--- src/rtl/voice_playback_scheduler_if.sv ---
// rtl/voice_playback_scheduler_if.sv - sample RAM port and Audio_Controller handshake bundle
interface voice_playback_scheduler_if #(
    parameter int ADDR_W   = 14,
    parameter int SAMPLE_W = 6
);
    logic [ADDR_W-1:0]   ram_addr;
    logic [SAMPLE_W-1:0] ram_q;
    logic                audio_out_allowed;
    logic                write_audio_out;
    logic [31:0]         left_channel_audio_out;
    logic [31:0]         right_channel_audio_out;

    modport master (
        output ram_addr,
        input  ram_q,
        input  audio_out_allowed,
        output write_audio_out,
        output left_channel_audio_out,
        output right_channel_audio_out
    );

    modport slave (
        input  ram_addr,
        output ram_q,
        output audio_out_allowed,
        input  write_audio_out,
        input  left_channel_audio_out,
        input  right_channel_audio_out
    );
endinterface

--- src/rtl/voice_playback_scheduler.sv ---
// rtl/voice_playback_scheduler.sv - per-tick voice scheduler sharing one sample RAM, mixing voices into one output sample
module voice_playback_scheduler #(
    parameter int NUM_VOICES = 4,
    parameter int ADDR_W     = 14,
    parameter int SAMPLE_W   = 6,
    parameter int RD_LAT     = 2,
    parameter int TICK_DIV   = 1200
) (
    input  logic                       CLOCK_50,
    input  logic                       reset,
    input  logic [NUM_VOICES-1:0]      voice_en,
    voice_playback_scheduler_if.master bus,
    output logic                       busy,
    output logic [7:0]                 drop_count
);
    localparam int VIDX_W = $clog2(NUM_VOICES);
    localparam int OFS_W  = ADDR_W - VIDX_W;
    localparam int ACC_W  = SAMPLE_W + VIDX_W;
    localparam int CNT_W  = $clog2(TICK_DIV);
    localparam logic [VIDX_W-1:0] LAST_V = VIDX_W'(NUM_VOICES - 1);

    typedef enum logic [1:0] {S_IDLE, S_ISSUE, S_DRAIN, S_OUT} state_t;
    state_t state, state_n;

    logic [CNT_W-1:0]  tick_cnt;
    logic              tick;
    logic [VIDX_W-1:0] vidx;
    logic [OFS_W-1:0]  offset [NUM_VOICES];

    logic              tag_v   [RD_LAT];
    logic              tag_en  [RD_LAT];
    logic [VIDX_W-1:0] tag_idx [RD_LAT];

    logic [ACC_W-1:0]  acc, acc_sum, chan, sample_ext;
    logic              start_frame, issue, latch, drop, do_write, last_emerge;

    assign tick        = (tick_cnt == CNT_W'(TICK_DIV - 1));
    assign sample_ext  = {{VIDX_W{bus.ram_q[SAMPLE_W-1]}}, bus.ram_q};
    assign acc_sum     = acc + ((tag_v[RD_LAT-1] && tag_en[RD_LAT-1]) ? sample_ext : '0);
    // The frame is complete once the last voice's read comes out of the delay line.
    assign last_emerge = tag_v[RD_LAT-1] && (tag_idx[RD_LAT-1] == LAST_V);

    assign bus.ram_addr                = issue ? {vidx, offset[vidx]} : '0;
    assign bus.write_audio_out         = do_write;
    assign bus.left_channel_audio_out  = {chan, {(32 - ACC_W){1'b0}}};
    assign bus.right_channel_audio_out = {chan, {(32 - ACC_W){1'b0}}};
    assign busy                        = (state != S_IDLE);

    always_comb begin
        state_n     = state;
        start_frame = 1'b0;
        issue       = 1'b0;
        latch       = 1'b0;
        drop        = 1'b0;
        do_write    = 1'b0;
        case (state)
            S_IDLE: begin
                if (tick) begin
                    start_frame = 1'b1;
                    state_n     = S_ISSUE;
                end
            end
            S_ISSUE: begin
                issue = 1'b1;
                if (vidx == LAST_V) state_n = S_DRAIN;
            end
            S_DRAIN: begin
                if (last_emerge) begin
                    latch   = 1'b1;
                    state_n = S_OUT;
                end
            end
            S_OUT: begin
                // A tick here means the sample was never accepted: discard it and restart.
                if (tick) begin
                    drop        = 1'b1;
                    start_frame = 1'b1;
                    state_n     = S_ISSUE;
                end else if (bus.audio_out_allowed) begin
                    do_write = 1'b1;
                    state_n  = S_IDLE;
                end
            end
            default: state_n = S_IDLE;
        endcase
    end

    always_ff @(posedge CLOCK_50 or posedge reset) begin
        if (reset) begin
            state      <= S_IDLE;
            tick_cnt   <= '0;
            vidx       <= '0;
            acc        <= '0;
            chan       <= '0;
            drop_count <= '0;
            for (int v = 0; v < NUM_VOICES; v++) offset[v] <= '0;
            for (int s = 0; s < RD_LAT; s++) begin
                tag_v[s]   <= 1'b0;
                tag_en[s]  <= 1'b0;
                tag_idx[s] <= '0;
            end
        end else begin
            state    <= state_n;
            tick_cnt <= tick ? '0 : tick_cnt + CNT_W'(1);

            if (start_frame)  vidx <= '0;
            else if (issue)   vidx <= vidx + VIDX_W'(1);

            // Disabled voices rewind so the next enable retriggers the note from its start.
            if (issue) offset[vidx] <= voice_en[vidx] ? offset[vidx] + OFS_W'(1) : '0;

            tag_v[0]   <= issue;
            tag_en[0]  <= voice_en[vidx];
            tag_idx[0] <= vidx;
            for (int s = 1; s < RD_LAT; s++) begin
                tag_v[s]   <= tag_v[s-1];
                tag_en[s]  <= tag_en[s-1];
                tag_idx[s] <= tag_idx[s-1];
            end

            acc <= start_frame ? '0 : acc_sum;
            if (latch) chan <= acc_sum;

            if (drop && drop_count != 8'hFF) drop_count <= drop_count + 8'd1;
        end
    end
endmodule

--- src/flat_wrapper.sv ---
// flat-port wrapper written by rule: the top's interface ports become plain ports
module voice_playback_scheduler_flat 
#(
    parameter int NUM_VOICES = 4,
    parameter int ADDR_W     = 14,
    parameter int SAMPLE_W   = 6,
    parameter int RD_LAT     = 2,
    parameter int TICK_DIV   = 1200
)
  (CLOCK_50, reset, voice_en, busy, drop_count, bus_ram_addr, bus_ram_q, bus_audio_out_allowed, bus_write_audio_out, bus_left_channel_audio_out, bus_right_channel_audio_out);
  voice_playback_scheduler_if #(.ADDR_W(ADDR_W), .SAMPLE_W(SAMPLE_W)) bus_i ();
  input  logic CLOCK_50;
  input  logic reset;
  input  logic [NUM_VOICES-1:0] voice_en;
  output logic busy;
  output logic [7:0] drop_count;
  output wire logic [$bits(bus_i.ram_addr)-1:0] bus_ram_addr;
  input wire logic [$bits(bus_i.ram_q)-1:0] bus_ram_q;
  input wire logic [$bits(bus_i.audio_out_allowed)-1:0] bus_audio_out_allowed;
  output wire logic [$bits(bus_i.write_audio_out)-1:0] bus_write_audio_out;
  output wire logic [$bits(bus_i.left_channel_audio_out)-1:0] bus_left_channel_audio_out;
  output wire logic [$bits(bus_i.right_channel_audio_out)-1:0] bus_right_channel_audio_out;
  assign bus_ram_addr = bus_i.ram_addr;
  assign bus_i.ram_q = bus_ram_q;
  assign bus_i.audio_out_allowed = bus_audio_out_allowed;
  assign bus_write_audio_out = bus_i.write_audio_out;
  assign bus_left_channel_audio_out = bus_i.left_channel_audio_out;
  assign bus_right_channel_audio_out = bus_i.right_channel_audio_out;
  voice_playback_scheduler #(.NUM_VOICES(NUM_VOICES), .ADDR_W(ADDR_W), .SAMPLE_W(SAMPLE_W), .RD_LAT(RD_LAT), .TICK_DIV(TICK_DIV)) u_core (.CLOCK_50(CLOCK_50), .reset(reset), .voice_en(voice_en), .bus(bus_i), .busy(busy), .drop_count(drop_count));
endmodule
--- config.mk ---
export PLATFORM = sky130hd
export DESIGN_NAME = voice_playback_scheduler_flat
export DESIGN_NICKNAME = d
export VERILOG_FILES = /design/src/rtl/voice_playback_scheduler_if.sv /design/src/rtl/voice_playback_scheduler.sv /design/src/flat_wrapper.sv
export SDC_FILE = /design/constraint.sdc
export NUM_CORES = 1
export LEC_CHECK = 0
export ABC_CLOCK_PERIOD_IN_PS = 8100
export BUFFER_PORTS_ARGS = -buffer_cell sky130_fd_sc_hd__buf_2
export CAP_MARGIN = 20
export CELL_PAD_IN_SITES_DETAIL_PLACEMENT = 2
export CELL_PAD_IN_SITES_GLOBAL_PLACEMENT = 2
export CORE_ASPECT_RATIO = 0.75
export CORE_MARGIN = 3
export CORE_UTILIZATION = 38
export DETAILED_ROUTE_END_ITERATION = 8
export GPL_TIMING_DRIVEN = 0
export PLACE_DENSITY_LB_ADDON = 0.08
export SETUP_SLACK_MARGIN = 0.05
export SLEW_MARGIN = 20
export SYNTH_ARGS = -nofsm -noshare
export SYNTH_HDL_FRONTEND = slang
export SYNTH_SLANG_ARGS = --single-unit
--- constraint.sdc ---
create_clock -name CLOCK_50 -period 8.1 [get_ports CLOCK_50]
set_input_delay 1.215 -clock CLOCK_50 [delete_from_list [all_inputs] [get_ports CLOCK_50]]
set_output_delay 1.215 -clock CLOCK_50 [all_outputs]
set_load 0.1 [all_outputs]
==> impl_metrics.yaml <==
outcome:
  status: "completed"
die:
  core_sq_um: 13100
  dieArea_sq_um: 14900
  die_h_microns: 106
  ioPinCount: 101
  start_util_pct: 39.1
  dieWidth_microns: 140
  row_count: 36
power_and_ir_drop:
  p_int_uw: 1240
  p_per_area_nw_per_um2: 406
  pwr-share-seq_pct: 28.8
  power_switching_uw: 1240
  clock_power_share_pct: 18.2
  switching_share_pct: 50.1
  peakVddDrop_mv: 0.299
  p_leak_uw: 0.00303
  p_comb_share_pct: 52.9
  fin_total_pwr_uw: 2480
clocking:
  cts-resized-gates: 0
  cts_num_sinks: 95
  root_buffer: "clkbuf_16"
  insertion_delay_ns: 0.34
  h-tree-depth: 3
  clockBufferDepth: 2
  hold_buffers: 0
  path_clk_slew_ns: 0.07
  cts_buffers: 9
  cts_tree: "yes"
  cts_setup_buffers: 0
logic_synthesis:
  ys_types: 44
  yosysSeqAreaShare_pct: 46.6
  syn_area_sq_um: 5100
  synth_top_cell_area_share_pct: 46.6
  yosysWarnings: 0
  async_flop_share_pct: 100
  avgSynthCellArea_sq_um: 10.7
  synth_commonest_cells: "dfrtp_1, buf_4, nand2_1"
  synth_edf_count: 0
  synthCells: 475
  synth_most_common_cell: "dfrtp_1"
  synthTopCellsByArea: "dfrtp_1, buf_4, mux4_1, mux2_2, ha_1"
  ys.flop_type: "dfrtp_1"
  synth-seq-cells: 95
  synth.largest_area_cell: "dfrtp_1"
setup_path:
  critPathCaptureType: "output port"
  cp-start-kind: "register"
  cp.arrival_ns: 2.59
  path_class: "reg -> out"
  cp_max_fo: 10
  worstPathRequired_ns: 6.88
route:
  drt-total-wl_microns: 13600
  vias: 3833
  routedWlPerCell_microns: 17.9
  first_pass_iters: 4
  drt-initial-drc-count: 132
  post-route-drc-count: 0
  viasPerCell: 5.03
  antenna_left: 0
place:
  port_buffers: 52
  place_congestion: 0.730
  dp_hpwl_microns: 9620
finish:
  multi_input_area_sq_um: 2330
  nets: 617
  syn2layout_area_growth_pct: 19.4
  antenna_cells: 0
  drive_above_1_share_pct: 26.4
  nFillCells: 1393
  ff_latch_area_sq_um: 2380
  final_util_pct: 46.7
run:
  maxCapViolCount: 0
global_routing:
  grt_pass1_wl_microns: 22400
  grt_usage_pct: 18.9
  grt_pass1_vias: 4212
  antenna_found_initial: 0
  globalRouteOverflowTotal: 0
  grt_max_degree: 75
sta:
  fmax_mhz: 263
  rsz0062_at_grt: "false"
  worstMarginPinSlew_ns: 0.771
  final-setup-viol-count: 0
  slew-limit-headroom_pct: 48.6
  final.setup.tns_ns: 0
  post-route-period-util_pct: 46.9
  drv_slew: 0
  finalHoldViolations: 0
  finClkSkew_ns: 0.00526
  period_minus_slack_ns: 3.80
worst_hold_path:
  hold_class: "reg -> reg"
-- worst max-delay path: stages, from the launching register on --
cell and delay (ns):
dfrtp_1 0.44, inv_1 0.12, ha_1 0.22, clkbuf_1 0.49
clkbuf_1 0.34, and2_2 0.21, buf_2 0.41
-- power groups by stage --
| stage | Clock (uW) | Combinational, uW | Sequential (uW) |
|---|---|---|---|
| 6_report | 452 | 1310 | 714 |
| 5_1_grt | 483 | 1400 | 738 |
| 3_3_place_gp | 0 | 1260 | 708 |
| 2_1_floorplan | 0 | 914 | 837 |
| 4_1_cts | 463 | 1320 | 715 |
| 3_5_place_dp | 0 | 1300 | 723 |
-- layout by cell type (no fill, tap or decap), types with 11 or more instances in the layout --
cell / n
and2_1: 13
inv_1: 12
mux2_2: 21
nand3_1: 12
buf_2: 55
xnor2_1: 15
o21ai_0: 37
conb_1: 48
clkbuf_1: 18
nand2_1: 53
buf_4: 56
o31ai_1: 11
ha_1: 17
nor2_1: 17
dfrtp_1: 95
-- cell type report --
class | instances | share of cell area (%)
flip-flops and latches | 95 | 39.0
multi-input cells | 339 | 38.3
well taps | 171 | 3.51
inverters | 13 | 0.883
clock inverters | 3 | 1.11
clock buffers | 13 | 3.94
plain buffers | 75 | 8.52
repair buffers | 53 | 4.72
-- cell families after synthesis --
group,share of synthesized area (%)
xor gates and xnor gates,3.95
and+or+nand+nor,13.5
DFF,46.6
buffers and inverters,11.1
adders and majority gates,4.56
muxes,11.0
AOI/OAI and AO/OA,9.24
other,0.0735
-- registers in the layout, indices dropped and copies added, names as in the netlist --
signal             cells
u_core.acc             8
u_core.offset         48
u_core.drop_count      8
u_core.tag_idx         4
u_core.tag_v           2
u_core.vidx            2
u_core.tick_cnt       11
u_core.state           2
u_core.chan            8
u_core.tag_en          2
-- path summary, 6_finish.rpt --
check | cells past startpoint | start | endpoint | slack (ns)
worst max-delay path | 6 | u_core.state[1]$_DFFE_PP0P_ | bus_ram_addr[12] | 4.30
worst max register to register | 7 | u_core.vidx[0]$_DFFE_PP0P_ | u_core.offset[18]$_DFFE_PP0P_ | 5.48
min in group asynchronous | 2 | reset | u_core.offset[37]$_DFFE_PP0P_ | 0.81
worst min-delay path | 0 | u_core.tag_v[1]$_DFF_PP0_ | u_core.tag_v[0]$_DFF_PP0_ | 0.36
worst min register to register | 0 | u_core.tag_v[1]$_DFF_PP0_ | u_core.tag_v[0]$_DFF_PP0_ | 0.36
max in group asynchronous | 3 | reset | u_core.chan[1]$_DFFE_PP0P_ | 6.66
-- metal layers --
metal / up-vias / GRT usage, % / routed length [microns]
li1: 1768 / - / -
met1: 1974 / 25.2 / 6230
met2: 81 / 32.0 / 6730
met3: 10 / 4.00 / 524
met4: 0 / 3.87 / 138
met5: - / 0 / 0
-- stage by stage --
stage	area, sq um	setup slack, ns	cells	hold slack [ns]
after global placement	5750	3.23	745	0.332
final	6090	4.30	762	0.357
after global routing	6090	4.08	762	0.363
after floorplan	5280	4.37	522	0.331
after detailed placement	5790	4.66	746	0.341
after CTS	6090	4.27	762	0.359
(Power assumes the default switching activity.)
